`config.mk`:
```
export PLATFORM = sky130hd
export DESIGN_NAME = timeslice_rr_scheduler
export DESIGN_NICKNAME = d
export VERILOG_FILES = /design/src/rtl/sched_pkg.sv /design/src/rtl/timeslice_rr_scheduler_slot_timer.sv /design/src/rtl/timeslice_rr_scheduler.sv
export SDC_FILE = /design/constraint.sdc
export NUM_CORES = 1
export LEC_CHECK = 0
export ABC_AREA = 1
export CORE_MARGIN = 2
export CORE_UTILIZATION = 33
export DETAILED_ROUTE_END_ITERATION = 7
export MAX_ROUTING_LAYER = met4
export PLACE_DENSITY = 0.58
export SYNTH_ARGS = -nofsm -noshare
export SYNTH_HDL_FRONTEND = slang
export SYNTH_SLANG_ARGS = --single-unit
```
`constraint.sdc`:
```
create_clock -name i_clk -period 3.3 [get_ports i_clk]
set_clock_uncertainty 0.1 [all_clocks]
set_input_delay 0.66 -clock i_clk [delete_from_list [all_inputs] [get_ports i_clk]]
set_output_delay 0.66 -clock i_clk [all_outputs]
set_load 0.005 [all_outputs]
```
`src/rtl/sched_pkg.sv`:
```
// Shared types and the round-robin pick function for the time-slice scheduler.
// rr_pick is written for up to MAX_REQ requesters; callers pass their real count.
package sched_pkg;

    localparam int NREQ_DEF = 4;
    localparam int N_DEF    = 8;
    localparam int ID_W     = $clog2(NREQ_DEF);
    localparam int MAX_REQ  = 32;
    localparam int MAX_ID_W = $clog2(MAX_REQ);

    typedef enum logic {
        IDLE  = 1'b0,
        GRANT = 1'b1
    } state_t;

    typedef struct packed {
        logic                valid;
        logic [MAX_ID_W-1:0] idx;
    } pick_t;

    // First set bit of req searching from ptr+1 upward, wrapping at nreq.
    function automatic pick_t rr_pick(input logic [MAX_REQ-1:0]  req,
                                      input int unsigned         nreq,
                                      input logic [MAX_ID_W-1:0] ptr);
        pick_t       r;
        logic [31:0] j;
        r = '0;
        for (int unsigned i = 1; i <= MAX_REQ; i++) begin
            j = (32'(ptr) + i) % nreq;
            if (i <= nreq && !r.valid && req[j[MAX_ID_W-1:0]]) begin
                r.valid = 1'b1;
                r.idx   = j[MAX_ID_W-1:0];
            end
        end
        return r;
    endfunction

endpackage

```
`src/rtl/timeslice_rr_scheduler_slot_timer.sv`:
```
// Mod-k slot timer: load latches k and restarts at 0, clear restarts at 0.
// k == 0 means unlimited: the count saturates at all-ones and never expires.
module slot_timer #(
    parameter int N = 8
) (
    input  logic         i_clk,
    input  logic         i_reset,
    input  logic         clear_i,
    input  logic         load_i,
    input  logic [N-1:0] k_i,
    output logic [N-1:0] count_o,
    output logic         expire_o
);

    logic [N-1:0] count_q, count_d;
    logic [N-1:0] k_q, k_d;

    assign count_o  = count_q;
    assign expire_o = (k_q != '0) && (count_q == k_q - 1'b1);

    // NOTE: every variable gets a default first so no path leaves it unassigned (no latch).
    always_comb begin
        count_d = count_q;
        k_d     = k_q;
        if (load_i) begin
            k_d     = k_i;
            count_d = '0;
        end else if (clear_i) begin
            count_d = '0;
        end else if (k_q == '0) begin
            if (count_q != '1) count_d = count_q + 1'b1;
        end else if (expire_o) begin
            count_d = '0;
        end else begin
            count_d = count_q + 1'b1;
        end
    end

    // NOTE: state registers use non-blocking assignments so all flops update together.
    always_ff @(posedge i_clk or posedge i_reset) begin
        if (i_reset) begin
            count_q <= '0;
            k_q     <= '0;
        end else begin
            count_q <= count_d;
            k_q     <= k_d;
        end
    end

endmodule

```
`src/rtl/timeslice_rr_scheduler.sv`:
```
// Time-slice round-robin scheduler: one-hot registered grant, slots end on
// holder release/drop (priority) or on quantum expiry, with no bubble between slots.
module timeslice_rr_scheduler
    import sched_pkg::*;
#(
    parameter  int NREQ = NREQ_DEF,
    parameter  int N    = N_DEF,
    localparam int IDW  = (NREQ > 1) ? $clog2(NREQ) : 1
) (
    input  logic            i_clk,
    input  logic            i_reset,
    input  logic [N-1:0]    i_quantum,
    input  logic [NREQ-1:0] i_req,
    input  logic [NREQ-1:0] i_release,
    output logic [NREQ-1:0] o_grant,
    output logic            o_grant_valid,
    output logic [IDW-1:0]  o_grant_id,
    output logic [N-1:0]    o_slot_count,
    output logic            o_slot_expired
);

    state_t          state_q, state_d;
    logic [NREQ-1:0] grant_q, grant_d;
    logic [IDW-1:0]  holder_q, holder_d;
    logic [IDW-1:0]  ptr_q, ptr_d;
    logic            expired_q, expired_d;

    logic            t_clear, t_load, t_expire;
    logic [N-1:0]    t_count;
    logic            rel_end, exp_end;
    logic [NREQ-1:0] arb_req;
    logic [IDW-1:0]  arb_ptr;
    pick_t           pick;

    slot_timer #(.N(N)) u_timer (
        .i_clk    (i_clk),
        .i_reset  (i_reset),
        .clear_i  (t_clear),
        .load_i   (t_load),
        .k_i      (i_quantum),
        .count_o  (t_count),
        .expire_o (t_expire)
    );

    // A releasing holder is excluded from the re-arbitration; an expiring one is not.
    always_comb begin
        rel_end = (state_q == GRANT) && (!i_req[holder_q] || i_release[holder_q]);
        exp_end = (state_q == GRANT) && !rel_end && t_expire;
        arb_req = i_req;
        if (rel_end) arb_req[holder_q] = 1'b0;
        arb_ptr = (state_q == GRANT) ? holder_q : ptr_q;
        pick    = rr_pick(MAX_REQ'(arb_req), NREQ, MAX_ID_W'(arb_ptr));
    end

    always_comb begin
        state_d   = state_q;
        grant_d   = grant_q;
        holder_d  = holder_q;
        ptr_d     = ptr_q;
        expired_d = 1'b0;
        t_load    = 1'b0;
        t_clear   = 1'b0;
        case (state_q)
            IDLE: begin
                t_clear = 1'b1;
                if (pick.valid) begin
                    state_d  = GRANT;
                    holder_d = pick.idx[IDW-1:0];
                    grant_d  = {{(NREQ-1){1'b0}}, 1'b1} << pick.idx[IDW-1:0];
                    t_load   = 1'b1;
                end
            end
            GRANT: begin
                if (rel_end || exp_end) begin
                    ptr_d     = holder_q;
                    expired_d = exp_end;
                    if (pick.valid) begin
                        holder_d = pick.idx[IDW-1:0];
                        grant_d  = {{(NREQ-1){1'b0}}, 1'b1} << pick.idx[IDW-1:0];
                        t_load   = 1'b1;
                    end else begin
                        state_d  = IDLE;
                        holder_d = '0;
                        grant_d  = '0;
                        t_clear  = 1'b1;
                    end
                end
            end
        endcase
    end

    always_ff @(posedge i_clk or posedge i_reset) begin
        if (i_reset) begin
            state_q   <= IDLE;
            grant_q   <= '0;
            holder_q  <= '0;
            ptr_q     <= IDW'(NREQ - 1);
            expired_q <= 1'b0;
        end else begin
            state_q   <= state_d;
            grant_q   <= grant_d;
            holder_q  <= holder_d;
            ptr_q     <= ptr_d;
            expired_q <= expired_d;
        end
    end

    assign o_grant        = grant_q;
    assign o_grant_valid  = |grant_q;
    assign o_grant_id     = holder_q;
    assign o_slot_count   = t_count;
    assign o_slot_expired = expired_q;

endmodule

```
==> impl_metrics.csv <==
group,metric,value,unit
run_status,status,"completed",
critical_path,slowest_stage,"dfrtp_1",
timing,hold_viol_final,0,
synthesis,yosysSeqAreaShare,0.3518,
route,vias_per_cell,4.739,
critical_path,worstPathMaxFanout,9,
final_layout,fillCellCount,599,
clock_network,clk_pin_slew,80,ps
final_layout,multiInputGateArea,0.001060,mm^2
floorplan,io_pins,34,
route,num_vias,1616,
timing,max_freq,372.6,MHz
route,drc,0,
placed_design,dpl_cell_area,0.002242,mm^2
final_layout,nets,292,
clock_network,cts_tree,"built",
placed_design,dpl.hpwl,3050,um
synthesis,synth_area,0.001857,mm^2
synthesis,synth_seq_cells,26,
final_layout,postLayoutCoreUtil,0.4172,
clock_network,htree_levels,1,
synthesis,syn_inst,235,
clock_network,root_buffer,"clkbuf_8",
critical_path,critPathArrivalTime,2780,ps
global_routing,grt_max_degree,27,
route,firstDrtPassIters,4,
route,wl_per_cell,11.64,um
critical_path,startpoint,"u_timer.k_q[0]",
final_layout,syn2layout_area_growth,22.98,%
timing,fin_crit_sh,0.8132,
critical_path,crit_chain,"inv_1, ha_1, xor2_1, nand2_1, nor4_1, nand4_1, nand2_2, nand2_1, nand2_2, nand2_1, o21ai_1",
timing,rsz0062_at_grt,"false",
synthesis,synthesis.nets,256,
placed_design,place_congestion,0.7968,
floorplan,placementRows,27,
job,max-cap-violations,0,
synthesis,synthTopCellsByArea,"dfrtp_1 32%, nand2_1 12%, nand3_1 8.6%, xor2_1 4.7%, inv_1 4.2%",
critical_path,r2r_end,"o_grant[1]",
timing,fin_crit,2684,ps
pwr,power_switching,1.201,mW
synthesis,postSynthAreaPerCell,7.901,um^2
pwr,intPower,1.093,mW
final_layout,seq_area,653.1,um^2
synthesis,synth_largest_area_cell,"dfrtp_1",
synthesis,synth_warnings,0,
critical_path,end_kind,"register",
critical_path,r2r_start,"u_timer.k_q[0]",
critical_path,start_kind,"register",
route,final_antenna_net_count,0,
pwr,switching_share,0.5235,
critical_path,worst-setup-path-type,"reg2reg",
synthesis,ys_types,33,
floorplan,core,0.005473,mm^2
clock_network,cts_resized,0,
timing,slew_violations,0,
placed_design,portBuffers,33,
final_layout,final_cell_area,0.002283,mm^2
pwr,seqPwrFrac,0.249,
route,routed_wl,3968,um
critical_path,worst-r2r-setup-slack,620,ps
pwr,irDropWorstVdd,0.0003575,V
global_routing,antenna_found_initial,0,
pwr,share_clk_of_total_power,0.076,
critical_path,reg2reg_depth,11,
critical_path,crit_path_end,"o_grant[1]",
final_layout,antennaDiodeCount,0,
pwr,p_comb_frac,0.675,
clock_network,hold_buffers,0,
timing,relSlewSlack,0.6514,
floorplan,initial_core_util,0.3393,
global_routing,grt_pass1_wl,7065,um
critical_path,critical_path.max_stage_delay,420,ps
timing,fin_setup_tns,0,ps
pwr,p_per_area,1005,mW/mm^2
global_routing,grt_pass1_vias,1600,
timing,report.final.setup_viol,0,
floorplan,die_area,0.006243,mm^2
synthesis,synth_top_area_share,0.3235,
global_routing,grt_overflow,0,
floorplan,fp.dieW,79.01,um
clock_network,clk_latency,260,ps
critical_path,cp_common_cell,"nand2_1",
worst_hold_path,worst_hold_path_type,"reg2reg",
clock_network,cts_buffers,3,
clock_network,clock_path_buffers,2,
final_layout,drive_above_1_share,0.1599,
route,drtIter0Drc,30,
clock_network,cts_sinks,26,
global_routing,grt_use_total,0.1396,
clock_network,post_cts_buffers,0,
floorplan,die-height,79.01,um
critical_path,required,3400,ps
timing,worstMarginPinSlew,522.9,ps
pwr,leakage,1.075,nW
## final cells by class
| class | instances | share of cell area |
|---|---|---|
| multi-input combinational | 181 | 0.4641 |
| inverter | 25 | 0.04438 |
| timing repair buffer | 34 | 0.1479 |
| clock buffer | 3 | 0.01808 |
| sequential | 26 | 0.2860 |
| tap | 72 | 0.03945 |
## sequential cells by signal, indices dropped and copies added (netlist names)
name and count:
o_grant_id 2, ptr_q 2, o_grant 4, o_slot_expired 1, u_timer.count_o 8, state_q 1
u_timer.k_q 8
## synthesized netlist by cell type (all sizes together)
cell,count
buf,3
inv,25
o21a,1
o211a,1
nand2,71
nand3,39
xnor2,5
nor4,1
ha,3
or4,1
a211oi,1
dfstp,2
dfrtp,24
o21ai,15
xor2,11
nand4,4
a21oi,5
nor3,4
nor2,19
## power by group through the flow
stage               clock network (mW)  logic [mW]  registers (mW)
floorplan                            0        1.32           0.530
global placement                     0        1.55           0.577
detailed placement                   0        1.57           0.577
CTS                              0.180        1.57           0.572
global route                     0.190        1.77           0.592
finish                           0.175        1.55           0.571
## cell usage in the layout (no fill, tap or decap), types with 5 or more instances in the layout
master,n
nand2_1,58
clkdlybuf4s50_1,33
nand3_1,32
dfrtp_1,24
inv_1,21
nor2_1,16
nand2_2,10
xor2_1,10
nand3_2,7
o21ai_2,7
xnor2_1,5
a21oi_1,5
## routing by layer
metal,vias up,GRT usage,wire (um)
li1,835,-,-
met1,751,0.1801,1902
met2,26,0.2373,1910
met3,4,0.01705,123
met4,0,0.02931,31
met5,-,-,0
## logic make-up after synthesis
family / after synthesis / share of synthesized area
AND/OR/NAND/NOR: 139 / 0.3774
buffers and inverters: 28 / 0.07750
flip-flops: 26 / 0.3518
XOR/XNOR: 16 / 0.07951
AO/OA/AOI/OAI: 23 / 0.09366
adder cells (fa/ha/maj): 3 / 0.02022
## how the worst min path moves through the flow
stage	from	slack (ps)	cells past startpoint	endpoint
global route	ptr_q[0]	440	2	ptr_q[0]
floorplan	ptr_q[0]	390	2	ptr_q[0]
detailed placement	ptr_q[0]	410	2	ptr_q[0]
finish	ptr_q[0]	420	2	ptr_q[0]
CTS	ptr_q[0]	420	2	ptr_q[0]
global placement	ptr_q[0]	400	2	ptr_q[0]
## worst max-delay path: cells and delay by family (launching register included)
family,cells,cell delay [ps]
fa+ha+maj,1,330
compound gates,1,130
buf+inv,1,110
simple gates,7,1400
xor+xnor,1,130
flops,1,420
## per-stage QoR
step	std cells	power [mW]	setup WS [ps]	hold WS [ps]
finish	341	2.294	616.4	421.2
global route	341	2.550	381.8	436.5
CTS	341	2.327	569.9	419.0
detailed placement	338	2.146	438.5	406.1
global placement	338	2.130	441.4	401.3
floorplan	235	1.854	1126	391.0
No activity file was read; power rests on OpenSTA's default activity.
